File: config.mk
export PLATFORM = sky130hd
export DESIGN_NAME = xdcr_out_sequencer
export DESIGN_NICKNAME = d
export VERILOG_FILES = /design/src/rtl/xdcr_out_sequencer.sv
export SDC_FILE = /design/constraint.sdc
export NUM_CORES = 1
export LEC_CHECK = 0
export ABC_AREA = 1
export BUFFER_PORTS_ARGS = -buffer_cell sky130_fd_sc_hd__clkbuf_2
export CORE_AREA = 3 3 199 201
export CTS_BUF_LIST = sky130_fd_sc_hd__clkbuf_2
export DETAILED_ROUTE_END_ITERATION = 7
export DIE_AREA = 0 0 202 204
export GPL_TIMING_DRIVEN = 1
export PLACE_DENSITY_LB_ADDON = 0.12
export SYNTH_ARGS = -nofsm -noshare
export SYNTH_HDL_FRONTEND = slang
export SYNTH_SLANG_ARGS = --single-unit
File: constraint.sdc
create_clock -name CLK -period 9 [get_ports CLK]
set_input_delay 0.9 -clock CLK [delete_from_list [all_inputs] [get_ports CLK]]
set_output_delay 0.9 -clock CLK [all_outputs]
set_load 0.05 [all_outputs]
File: src/rtl/xdcr_out_sequencer.sv
// Output gating between the pwm block and XDCR_OUT: ramps transducer groups on one
// step interval at a time and forces all outputs low on fault or disable.
module xdcr_out_sequencer #(
    parameter int unsigned TRANS_NUM  = 249,
    parameter int unsigned GROUP_SIZE = 32,
    parameter int unsigned STEP_TICKS = 20480,
    localparam int unsigned NUM_GROUPS = (TRANS_NUM + GROUP_SIZE - 1) / GROUP_SIZE,
    localparam int unsigned AGW        = $clog2(NUM_GROUPS + 1)
) (
    input  logic                 CLK,
    input  logic                 RST,
    input  logic                 ENABLE,
    input  logic                 FAULT,
    input  logic [TRANS_NUM-1:0] PWM_IN,
    output logic [TRANS_NUM-1:0] PWM_OUT,
    output logic [1:0]           STATE,
    output logic [AGW-1:0]       ACTIVE_GROUPS,
    output logic                 READY
);

    localparam int unsigned      CW       = (STEP_TICKS > 1) ? $clog2(STEP_TICKS) : 1;
    localparam logic [CW-1:0]    CNT_LAST = CW'(STEP_TICKS - 1);
    localparam logic [AGW-1:0]   NG_W     = AGW'(NUM_GROUPS);

    typedef enum logic [1:0] {
        S_OFF  = 2'd0,
        S_RAMP = 2'd1,
        S_RUN  = 2'd2,
        S_FLT  = 2'd3
    } state_t;

    state_t         state_q, state_d;
    logic [AGW-1:0] ag_q, ag_d;
    logic [CW-1:0]  cnt_q, cnt_d;
    logic [TRANS_NUM-1:0] grp_mask;

    always_ff @(posedge CLK or posedge RST) begin
        if (RST) begin
            state_q <= S_OFF;
            ag_q    <= '0;
            cnt_q   <= '0;
        end else begin
            state_q <= state_d;
            ag_q    <= ag_d;
            cnt_q   <= cnt_d;
        end
    end

    always_comb begin
        state_d = state_q;
        ag_d    = ag_q;
        cnt_d   = cnt_q;
        case (state_q)
            S_OFF: begin
                if (FAULT) begin
                    state_d = S_FLT;
                end else if (ENABLE) begin
                    state_d = S_RAMP;
                    ag_d    = AGW'(1);
                    cnt_d   = '0;
                end
            end
            S_RAMP: begin
                if (FAULT) begin
                    state_d = S_FLT;
                    ag_d    = '0;
                    cnt_d   = '0;
                end else if (!ENABLE) begin
                    state_d = S_OFF;
                    ag_d    = '0;
                    cnt_d   = '0;
                end else if (cnt_q == CNT_LAST) begin
                    cnt_d = '0;
                    if (ag_q == NG_W) state_d = S_RUN;
                    else              ag_d    = ag_q + 1'b1;
                end else begin
                    cnt_d = cnt_q + 1'b1;
                end
            end
            S_RUN: begin
                if (FAULT) begin
                    state_d = S_FLT;
                    ag_d    = '0;
                end else if (!ENABLE) begin
                    state_d = S_OFF;
                    ag_d    = '0;
                end
            end
            S_FLT: begin
                // Re-arming needs ENABLE low as well, so a held enable cannot restart a ramp.
                ag_d = '0;
                if (!FAULT && !ENABLE) state_d = S_OFF;
            end
            default: begin
                state_d = S_OFF;
                ag_d    = '0;
                cnt_d   = '0;
            end
        endcase
    end

    // Group index per output is an elaboration-time constant, so only comparators remain.
    for (genvar i = 0; i < TRANS_NUM; i++) begin : g_mask
        localparam logic [AGW-1:0] GRP = AGW'(i / GROUP_SIZE);
        assign grp_mask[i] = (GRP < ag_q);
    end

    always_ff @(posedge CLK or posedge RST) begin
        if (RST) PWM_OUT <= '0;
        else     PWM_OUT <= PWM_IN & grp_mask & {TRANS_NUM{ENABLE & ~FAULT}};
    end

    assign STATE         = state_q;
    assign ACTIVE_GROUPS = ag_q;
    assign READY         = (state_q == S_RUN);

endmodule

==> flow_results.xml <==
<?xml version="1.0" encoding="UTF-8"?>
<metrics>
  <group name="outcome">
    <metric name="status" unit="">finished clean</metric>
  </group>
  <group name="cts">
    <metric name="clk_transition_reported_paths" unit="ns">0.11</metric>
    <metric name="clockBufferDepth" unit="">3</metric>
    <metric name="ctsHoldBuffers" unit="">0</metric>
    <metric name="cts_made_buffers" unit="">75</metric>
    <metric name="number_of_resized_instances_in_the_post_cts_repair_step" unit="">0</metric>
    <metric name="root_buffer" unit="">sky130_fd_sc_hd__clkbuf_2</metric>
    <metric name="tritoncts" unit="">yes</metric>
    <metric name="cts_max_level" unit="">3</metric>
    <metric name="cts_setup_buffers" unit="">0</metric>
    <metric name="cts_sinks" unit="">270</metric>
    <metric name="insertion_delay" unit="ns">0.89</metric>
  </group>
  <group name="grt">
    <metric name="via_count_of_the_first_global_routing_pass" unit="">8698</metric>
    <metric name="grt_antenna_before_repair" unit="">2</metric>
    <metric name="grt_start_max_net_pins" unit="">108</metric>
    <metric name="globalRouteTotalUtil" unit="">0.166</metric>
    <metric name="grt_first_pass_wirelength" unit="mm">52.6</metric>
    <metric name="globalRouteOverflowTotal" unit="">0</metric>
  </group>
  <group name="power">
    <metric name="max-vdd-ir-drop" unit="uV">94.3</metric>
    <metric name="internal-power" unit="mW">1.70</metric>
    <metric name="cellLeakagePower" unit="nW">7.42</metric>
    <metric name="power_frac_seq" unit="">0.501</metric>
    <metric name="p_clk_frac" unit="">0.341</metric>
    <metric name="pwr_density_cell" unit="nW/um^2">187</metric>
    <metric name="switching_share" unit="">0.328</metric>
    <metric name="p_switching" unit="uW">827</metric>
    <metric name="portion_of_total_power_attributed_to_combinational_logic" unit="">0.158</metric>
  </group>
  <group name="detailed_routing">
    <metric name="ant_nets" unit="">0</metric>
    <metric name="dr.first_iter.drc_count" unit="">293</metric>
    <metric name="post_drt_via_cell_ratio" unit="">4.03</metric>
    <metric name="drt_pass_1_iters" unit="">5</metric>
    <metric name="route.vias.total" unit="">8473</metric>
    <metric name="remaining_drc_errors" unit="">0</metric>
    <metric name="routed_wire_length_per_instance" unit="microns">16.6</metric>
    <metric name="drt_wl_total" unit="mm">34.8</metric>
  </group>
  <group name="critical_path">
    <metric name="crit_path_start" unit="">STATE[1]</metric>
    <metric name="ff2ff_path_depth" unit="">5</metric>
    <metric name="r2r_start" unit="">ACTIVE_GROUPS[2]</metric>
    <metric name="crit_arrival" unit="ns">1.96</metric>
    <metric name="worst-r2r-setup-slack" unit="ns">6.66</metric>
    <metric name="critPathKind" unit="">flop to output port</metric>
    <metric name="critical_path.startpoint_type" unit="">flop</metric>
    <metric name="critical_path_peak_fanout" unit="">5</metric>
    <metric name="timing.critical_path.to_type" unit="">output port</metric>
    <metric name="cp.required" unit="ns">8.10</metric>
    <metric name="crit-reg2reg-capture" unit="">PWM_OUT[38]</metric>
    <metric name="endpoint" unit="">READY</metric>
  </group>
  <group name="synth">
    <metric name="synth_seq_cells" unit="">270</metric>
    <metric name="synth_cell_type_count" unit="">27</metric>
    <metric name="number_of_flops_mapped_to_enable_cells_by_yosys" unit="">0</metric>
    <metric name="yosysSeqAreaShare" unit="">0.688</metric>
    <metric name="synthesis.instances" unit="">996</metric>
    <metric name="synth_area_leaders" unit="">sky130_fd_sc_hd__dfrtp_1, sky130_fd_sc_hd__nand2_1, sky130_fd_sc_hd__nor2_1, sky130_fd_sc_hd__buf_2, sky130_fd_sc_hd__buf_4</metric>
    <metric name="netlist.top_cell.by_area" unit="">sky130_fd_sc_hd__dfrtp_1</metric>
    <metric name="syn_area" unit="sq um">9820</metric>
    <metric name="ys_warn_count" unit="">0</metric>
    <metric name="synth_fp_nets" unit="">1253</metric>
    <metric name="yosys.cell_count.top_type" unit="">sky130_fd_sc_hd__nand2_1</metric>
    <metric name="synth_common_cells" unit="">sky130_fd_sc_hd__nand2_1, sky130_fd_sc_hd__dfrtp_1, sky130_fd_sc_hd__nor2_1</metric>
    <metric name="synth_top_area_share" unit="">0.688</metric>
    <metric name="dominantRegCellSynth" unit="">sky130_fd_sc_hd__dfrtp_1</metric>
    <metric name="synth_area_per_cell" unit="sq um">9.86</metric>
    <metric name="ys_async_sr_fraction" unit="">1.00</metric>
  </group>
  <group name="sta">
    <metric name="total_neg_setup_slack" unit="ns">0</metric>
    <metric name="slew_viol_final" unit="">0</metric>
    <metric name="max_freq" unit="GHz">0.350</metric>
    <metric name="rsz0062_at_grt" unit="">false</metric>
    <metric name="clock_skew" unit="ns">0.0660</metric>
    <metric name="setup_viol" unit="">0</metric>
    <metric name="worst_slew_pin_slew" unit="ns">1.14</metric>
    <metric name="timing.slew.headroom" unit="">0.235</metric>
    <metric name="post_route_clock_period_utilization" unit="">0.318</metric>
    <metric name="finalCriticalPeriod" unit="ns">2.86</metric>
    <metric name="final-hold-violation-count" unit="">0</metric>
  </group>
  <group name="floorplan">
    <metric name="placementRows" unit="">71</metric>
    <metric name="num_io_pins" unit="">509</metric>
    <metric name="coreArea" unit="sq um">37800</metric>
    <metric name="initial_core_utilization" unit="">0.260</metric>
    <metric name="floorplan.die.height" unit="microns">204</metric>
    <metric name="die_area" unit="sq um">41200</metric>
    <metric name="fp.dieW" unit="microns">202</metric>
  </group>
  <group name="finish">
    <metric name="fraction_of_final_layout_cells_sized_beyond_drive_strength_1" unit="">0.418</metric>
    <metric name="finish.instance_area" unit="sq um">13500</metric>
    <metric name="nFillCells" unit="">4069</metric>
    <metric name="finish.net_count" unit="">1796</metric>
    <metric name="area_growth" unit="%">37.1</metric>
  </group>
  <group name="hold_path">
    <metric name="min-delay-path-class" unit="">input pin to async pin</metric>
  </group>
  <group name="placed_design">
    <metric name="port_buffers" unit="">508</metric>
    <metric name="dp.final_hpwl" unit="mm">25.3</metric>
    <metric name="dpl_cell_area" unit="sq um">12800</metric>
    <metric name="gpl.final_weighted_congestion" unit="">0.785</metric>
  </group>
  <group name="flow_run">
    <metric name="drv.max_cap_violation_count" unit="">0</metric>
  </group>
</metrics>
==> worst max-delay path: stages (launching register included) <==
cell                       delay (ns)
sky130_fd_sc_hd__dfrtp_1         0.45
sky130_fd_sc_hd__inv_1           0.09
sky130_fd_sc_hd__nor2_1          0.22
sky130_fd_sc_hd__clkbuf_2        0.33
==> layout by cell type, fill, tap and decap left out, drive strengths merged, types with 2 or more instances in the layout <==
cell,instances
a21oi,3
buf,12
clkbuf,619
clkinv,14
dfrtp,270
diode,2
ha,4
inv,24
nand2,314
nand3,11
nand4,11
nor2,288
nor3,2
o21ai,3
xor2,9
==> registers in the layout, summed over array words and instances, names as in the netlist <==
| register | cells |
|---|---|
| PWM_OUT | 249 |
| cnt_q | 15 |
| ACTIVE_GROUPS | 4 |
| STATE | 2 |
==> worst min-delay path by stage <==
stage,start,endpoint,slack (ns),depth (start not counted)
2_1_floorplan,cnt_q[1],cnt_q[1],0.47,2
3_3_place_gp,cnt_q[1],cnt_q[1],0.51,2
3_5_place_dp,cnt_q[1],cnt_q[1],0.50,2
4_1_cts,RST,PWM_OUT[137],0.01,2
5_1_grt,PWM_IN[147],PWM_OUT[147],0.07,3
6_report,RST,PWM_OUT[152],0.14,2
==> power groups by stage <==
stage	combinational (mW)	sequential [mW]	clock (mW)
floorplan	0.200	1.36	0
global placement	0.411	1.29	0
detailed placement	0.409	1.29	0
CTS	0.410	1.26	0.911
global route	0.442	1.27	0.982
finish	0.400	1.26	0.859
==> cell families after synthesis <==
kind of cell               after synthesis  synth area share
and+or+nand+nor                        626             0.253
DFF                                    270             0.688
buffers and inverters                   78            0.0401
xor gates and xnor gates                10           0.00892
AOI/OAI and AO/OA                        8           0.00459
adders and majority gates                4           0.00510
==> metal layers <==
layer | track usage | vias to the layer above | wire (microns)
met1 | 0.193 | 3932 | 13800
met3 | 0.0623 | 62 | 2980
met4 | 0.0698 | 0 | 1030
met2 | 0.276 | 352 | 17000
li1 | - | 4127 | -
met5 | 0 | - | 0
==> stage by stage <==
step | total power, mW | instances | worst slack (ns) | hold WS (ns) | util
CTS | 2.59 | 2099 | 5.95 | 0.0147 | 0.357
floorplan | 1.56 | 996 | 0.661 | 0.474 | -
finish | 2.52 | 2101 | 6.14 | 0.142 | 0.357
global placement | 1.70 | 1973 | 5.26 | 0.511 | 0.340
detailed placement | 1.70 | 1973 | 5.27 | 0.504 | 0.340
global route | 2.69 | 2101 | 5.93 | 0.0722 | 0.357
==> final cells by class <==
| type | count | area, sq um | area share |
|---|---|---|---|
| multi-input cells | 648 | 2700 | 0.200 |
| flip-flops and latches | 270 | 6760 | 0.502 |
| clock buffers | 111 | 556 | 0.0412 |
| diodes | 2 | 5.00 | 0.000372 |
| inverters | 24 | 100 | 0.00743 |
| clock inverters | 15 | 85.1 | 0.00632 |
| repair buffers | 520 | 2630 | 0.195 |
| well taps | 511 | 639 | 0.0475 |
(Power assumes the default switching activity.)
